### config.mk
export PLATFORM = sky130hd
export DESIGN_NAME = button_debouncer
export DESIGN_NICKNAME = d
export VERILOG_FILES = /design/src/rtl/button_debouncer.sv
export SDC_FILE = /design/constraint.sdc
export NUM_CORES = 1
export LEC_CHECK = 0
export CAP_MARGIN = 5
export CORE_MARGIN = 2
export CORE_UTILIZATION = 25
export DETAILED_ROUTE_END_ITERATION = 7
export PLACE_DENSITY = 0.5
export SETUP_SLACK_MARGIN = 0.5
export SYNTH_ARGS = -nofsm -noshare
export SYNTH_HDL_FRONTEND = slang
export SYNTH_SLANG_ARGS = --single-unit
### constraint.sdc
create_clock -name clk -period 3.21 [get_ports clk]
set_input_delay 0.4815 -clock clk [delete_from_list [all_inputs] [get_ports clk]]
set_output_delay 0.4815 -clock clk [all_outputs]
set_load 0.01 [all_outputs]
### src/rtl/button_debouncer.sv
// Push-button conditioner: two-flop synchroniser, counter-based debounce FSM,
// registered level / press / release strobes and a one-shot long-press strobe.
module button_debouncer #(
  parameter int DEBOUNCE_CYCLES   = 1000000,
  parameter int LONG_PRESS_CYCLES = 100000000
) (
  input  logic clk,
  input  logic rst,
  input  logic button,
  output logic btn_level,
  output logic press_pulse,
  output logic release_pulse,
  output logic long_press
);

  // state        | meaning
  // IDLE         | debounced level low, sync2 stable low
  // PRESS_WAIT   | sync2 went high, counting stable high samples
  // PRESSED      | debounced level high, hold timer running
  // RELEASE_WAIT | sync2 went low, counting stable low samples; hold timer keeps running

  localparam int DW = $clog2(DEBOUNCE_CYCLES + 1);
  localparam int HW = $clog2(LONG_PRESS_CYCLES + 1);
  localparam logic [DW-1:0] D_LAST = DW'(DEBOUNCE_CYCLES - 1);
  localparam logic [HW-1:0] H_MAX  = HW'(LONG_PRESS_CYCLES);

  typedef enum logic [1:0] {
    IDLE         = 2'd0,
    PRESS_WAIT   = 2'd1,
    PRESSED      = 2'd2,
    RELEASE_WAIT = 2'd3
  } state_t;

  logic          sync1_q, sync2_q;
  state_t        state_q, state_d;
  logic [DW-1:0] dcnt_q, dcnt_d;
  logic [HW-1:0] hcnt_q, hcnt_d, hcnt_inc;
  logic          level_q, level_d;
  logic          press_q, press_d;
  logic          release_q, release_d;
  logic          long_q, long_d;
  logic          long_hit;

  // Saturating hold counter; the one-shot comes from detecting the step onto H_MAX.
  assign hcnt_inc = (hcnt_q == H_MAX) ? hcnt_q : hcnt_q + HW'(1);
  assign long_hit = (hcnt_q != H_MAX) && (hcnt_inc == H_MAX);

  always_comb begin
    state_d   = state_q;
    dcnt_d    = dcnt_q;
    hcnt_d    = hcnt_q;
    level_d   = level_q;
    press_d   = 1'b0;
    release_d = 1'b0;
    long_d    = 1'b0;
    unique case (state_q)
      IDLE: begin
        if (sync2_q) begin
          state_d = PRESS_WAIT;
          dcnt_d  = DW'(1);
        end else begin
          dcnt_d  = '0;
        end
      end
      PRESS_WAIT: begin
        if (!sync2_q) begin
          state_d = IDLE;
          dcnt_d  = '0;
        end else if (dcnt_q == D_LAST) begin
          state_d = PRESSED;
          level_d = 1'b1;
          press_d = 1'b1;
          hcnt_d  = '0;
          dcnt_d  = '0;
        end else begin
          dcnt_d  = dcnt_q + DW'(1);
        end
      end
      PRESSED: begin
        hcnt_d = hcnt_inc;
        long_d = long_hit;
        if (!sync2_q) begin
          state_d = RELEASE_WAIT;
          dcnt_d  = DW'(1);
        end
      end
      RELEASE_WAIT: begin
        hcnt_d = hcnt_inc;
        long_d = long_hit;
        if (sync2_q) begin
          state_d   = PRESSED;
          dcnt_d    = '0;
        end else if (dcnt_q == D_LAST) begin
          state_d   = IDLE;
          level_d   = 1'b0;
          release_d = 1'b1;
          dcnt_d    = '0;
        end else begin
          dcnt_d    = dcnt_q + DW'(1);
        end
      end
      default: begin
        state_d = IDLE;
        dcnt_d  = '0;
      end
    endcase
  end

  always_ff @(posedge clk or posedge rst) begin
    if (rst) begin
      sync1_q   <= 1'b0;
      sync2_q   <= 1'b0;
      state_q   <= IDLE;
      dcnt_q    <= '0;
      hcnt_q    <= '0;
      level_q   <= 1'b0;
      press_q   <= 1'b0;
      release_q <= 1'b0;
      long_q    <= 1'b0;
    end else begin
      sync1_q   <= button;
      sync2_q   <= sync1_q;
      state_q   <= state_d;
      dcnt_q    <= dcnt_d;
      hcnt_q    <= hcnt_d;
      level_q   <= level_d;
      press_q   <= press_d;
      release_q <= release_d;
      long_q    <= long_d;
    end
  end

  assign btn_level     = level_q;
  assign press_pulse   = press_q;
  assign release_pulse = release_q;
  assign long_press    = long_q;

endmodule

==> results by group <==
Outcome
  – Result of the run: completed

Synthesis
  – Post-synthesis sequential area ratio: 40.62%
  – Number of enable flip-flop cells after synthesis: 0
  – Top FF cell, synth: sky130_fd_sc_hd__dfrtp_1
  – Yosys warnings: 0
  – Syn_nets: a little over 400
  – Asr flop ratio synth: between 90% and 100%
  – Instance count of the mapped netlist: between 400 and 500
  – Summed instance area of the synthesized netlist: about 0.0034 mm²
  – Mean Syn Cell Area: 8.366 µm²
  – Seq cells post-synth: between 50 and 60
  – Synth cell types: 55

Layout
  – Most frequent standard cell in the layout excluding fill and tap cells: sky130_fd_sc_hd__dfrtp_1
  – Sequential cell area: between 0.001 and 0.0015 mm²
  – Layout fillers: between 1,000 and 1,500
  – Multi-input combinational cell area: 0.001858 mm²
  – Fraction of layout instances using a drive strength above 1: under 10%
  – Number of inserted diodes: 0
  – Synth-to-layout area growth: 11.48%
  – Nets@finish: just over 400
  – Leading cell types in the layout, fill and taps excluded: sky130_fd_sc_hd__dfrtp_1 (55), sky130_fd_sc_hd__o21ai_0 (54), sky130_fd_sc_hd__nand2_1 (52)

Setup path
  – Worst Path Max Fanout: 9
  – Kind of launch point of the worst setup path: flop
  – R2R setup slack: 0.76 ns
  – Arrival time at the worst endpoint: approximately 2.7 ns
  – CP Data Required Time: roughly 3.4 ns
  – Startpoint-to-endpoint class of the critical path: flop to flop
  – Cell at the slowest stage of the critical path: sky130_fd_sc_hd__dfrtp_1
  – Critical R2R Capture: long_press$_DFF_PP0_
  – Delay contributed by the slowest stage of the critical path: about 0.44 ns
  – Crit Reg-Reg Startpoint: hcnt_q[1]$_DFFE_PP0P_
  – Endpoint type of the worst setup path: flop
  – Crit path cell chain: ha_1 -> and3_1 -> nand4_2 -> nor4_1 -> xnor2_1 -> or4_1 -> nor3_2
  – Length in cells of the worst reg-to-reg path: 7

GRT
  – Number of global-route vias before repair: roughly 2,900
  – Overflow left after global routing: 0
  – Antenna violations before repair: 0
  – Overall routing resource usage: between 10% and 20%
  – Pin count of the biggest net entering global routing: 28
  – Global-route wire length before repair: approximately 15,000 µm

STA
  – Crit share post-route: between 70% and 80%
  – Final period demand of the worst path: roughly 2.5 ns
  – Clock skew: around 0.01 ns
  – Number of hold violations in the final report: 0
  – Final setup vio count: 0
  – Final-layout setup total negative slack: 0 ns
  – RSZ-0062 raised after global routing: no
  – Fin. max-slew vios: 0
  – Worst-margin pin slew: approximately 0.84 ns
  – Upper clock frequency limit: slightly above 400 MHz
  – Relative max-transition margin: ~44%

Pwr
  – PwrDens: around 350 mW/mm²
  – Maximum vdd drop: about 0.21 mV
  – Total Power Consumption: 1.332 mW
  – Reported leakage power: roughly 1.4 nW

Floorplanning
  – I/O pin count: 7
  – Die outline height: between 100 and 150 µm
  – Site Rows: 42
  – Die Area: between 0.01 and 0.015 mm²
  – Initial core utilization: approximately a quarter
  – Horizontal die dimension: ~120 µm
  – Total core area: 0.01324 mm²

CTS
  – Clock transition at path regs: 0.08 ns
  – Clock Sinks: 55
  – TritonCTS clock tree: built
  – CTS Buf Count: 5
  – Worst-case clock buffer depth: 2
  – Source-to-sink clock delay at the later pin of the worst-skew pair: roughly 0.31 ns
  – Clock Tree Root: sky130_fd_sc_hd__clkbuf_16
  – H-Tree Level Count: 2

Hold path
  – Min-Delay Path Depth: 0
  – Worst min-delay path category: flop to flop
  – Destination of the worst hold path: sync2_q$_DFF_PP0_
  – Start point of the worst min-delay path: sync1_q$_DFF_PP0_

Detailed routing
  – Final Routed Wirelength: 8614 µm
  – Via count: 3,018
  – Count of TritonRoute iterations in the first routing pass: 4
  – Number of nets still failing antenna checks after routing: 0
  – Violation count after the first detailed-routing iteration: 201
  – Average wire per standard cell: about 15 µm
  – Post-detailed-route via-to-cell ratio: 5.240
  – Number of remaining DRC errors: 0

Placement
  – Count of input and output buffers: 6
  – Final estimated routing congestion in global placement: 0.8551
  – Post-detail-place hpwl: 5739 µm

Job
  – Maximum Capacitance Violations: 0
how the worst max path moves through the flow:
| stage | cells past startpoint | slack (ns) | from | to |
|---|---|---|---|---|
| 5_1_grt | 7 | 0.54 | hcnt_q[1]$_DFFE_PP0P_ | long_press$_DFF_PP0_ |
| 4_1_cts | 7 | 0.59 | dcnt_q[0]$_DFFE_PP0P_ | hcnt_q[7]$_DFFE_PP0P_ |
| 3_5_place_dp | 7 | 0.60 | dcnt_q[0]$_DFFE_PP0P_ | hcnt_q[7]$_DFFE_PP0P_ |
| 3_3_place_gp | 7 | 0.72 | dcnt_q[0]$_DFFE_PP0P_ | hcnt_q[19]$_DFFE_PP0P_ |
| 2_1_floorplan | 8 | 0.93 | dcnt_q[0]$_DFFE_PP0P_ | hcnt_q[15]$_DFFE_PP0P_ |
| 6_report | 7 | 0.76 | hcnt_q[1]$_DFFE_PP0P_ | long_press$_DFF_PP0_ |
cell type report:
| cell class | instances | area share [%] |
|---|---|---|
| clock buffer | 5 | 3.312 |
| clock inverter | 3 | 0.7287 |
| inverter | 12 | 1.192 |
| multi-input combinational | 312 | 49.19 |
| sequential | 55 | 36.44 |
| tap | 176 | 5.830 |
| timing repair buffer | 13 | 3.312 |
power by group:
group,internal (mW),leakage [nW],total [mW],switching [mW]
clock,0.299,0.0723,0.593,0.294
sequential,0.696,0.760,0.704,0.00813
combinational,0.0101,0.571,0.0357,0.0255
total,1.00,1.40,1.33,0.328
cell families after synthesis:
group | after synthesis | synth area share, %
AND/OR/NAND/NOR | 176 | 27.62
AO/OA/AOI/OAI | 116 | 21.27
flip-flops | 55 | 40.62
buffers and inverters | 39 | 5.170
XOR/XNOR | 14 | 3.619
adder cells (fa/ha/maj) | 3 | 1.108
multiplexers | 2 | 0.5909
stage by stage:
step	worst slack, ns	hold slack [ns]	instances	cell area, µm²	utilization (%)
6_report	0.7551	0.3592	576	3777	28.52
5_1_grt	0.5405	0.3743	576	3777	28.52
4_1_cts	0.5853	0.3624	574	3736	28.21
3_5_place_dp	0.6049	0.3448	566	3583	27.06
3_3_place_gp	0.7170	0.3350	566	3583	27.06
2_1_floorplan	0.9331	0.3312	405	3388	-
routing by layer:
layer	wire, µm	share of wire [%]	GRT usage, %
met4	270	3.1	5.523
met1	4109	48	16.83
met3	381	4.4	2.311
met5	0	0	0
met2	3852	45	19.24
flip-flops by register name (all words and copies together) (netlist names), named ones only:
register       cells
press_pulse        1
state_q            1
release_pulse      1
sync2_q            1
hcnt_q            27
sync1_q            1
dcnt_q            20
long_press         1
btn_level          1
cell usage after synthesis, types with 2 or more instances:
cell type	instances	area (µm²)
sky130_fd_sc_hd__o22ai_1	6	37.54
sky130_fd_sc_hd__clkbuf_1	14	52.55
sky130_fd_sc_hd__buf_2	5	25.02
sky130_fd_sc_hd__and3_1	10	62.56
sky130_fd_sc_hd__mux2i_1	2	20.02
sky130_fd_sc_hd__nand2_1	52	195.2
sky130_fd_sc_hd__a22o_1	4	35.03
sky130_fd_sc_hd__ha_1	3	37.54
sky130_fd_sc_hd__buf_4	6	45.04
sky130_fd_sc_hd__or3_1	3	18.77
sky130_fd_sc_hd__nor2_1	27	101.4
sky130_fd_sc_hd__or2_2	4	25.02
sky130_fd_sc_hd__or4_1	2	15.01
sky130_fd_sc_hd__o21ai_0	54	270.3
sky130_fd_sc_hd__buf_1	2	7.510
sky130_fd_sc_hd__a21oi_1	14	70.07
sky130_fd_sc_hd__nor3_1	9	45.04
sky130_fd_sc_hd__and4_1	3	26.28
sky130_fd_sc_hd__nand3_1	17	85.08
sky130_fd_sc_hd__o41ai_1	5	43.79
sky130_fd_sc_hd__o31ai_1	10	75.07
sky130_fd_sc_hd__dfrtp_1	55	1376
sky130_fd_sc_hd__o21a_1	2	15.01
sky130_fd_sc_hd__inv_1	11	41.29
sky130_fd_sc_hd__o211ai_1	2	15.01
sky130_fd_sc_hd__xnor2_1	9	78.83
sky130_fd_sc_hd__nor4b_1	2	17.52
sky130_fd_sc_hd__nand2b_1	5	31.28
sky130_fd_sc_hd__nor4_1	7	43.79
sky130_fd_sc_hd__a21o_1	2	15.01
sky130_fd_sc_hd__a31oi_1	10	62.56
sky130_fd_sc_hd__and2_1	5	31.28
sky130_fd_sc_hd__xor2_1	5	43.79
sky130_fd_sc_hd__nand4_1	17	106.4
repair_timing:
item | in CTS | in global routing
hold buffers | 0 | 0
setup buffers | 0 | 1
gates resized for setup | 0 | 1
endpoints found under the setup margin | 0 | 23
worst max-delay path, delay by kind of cell, from the launching register on:
family	cells	cell delay (ns)
fa+ha+maj	1	0.27
flops	1	0.44
simple gates	5	1.55
xor+xnor	1	0.11
(Power assumes the default switching activity.)
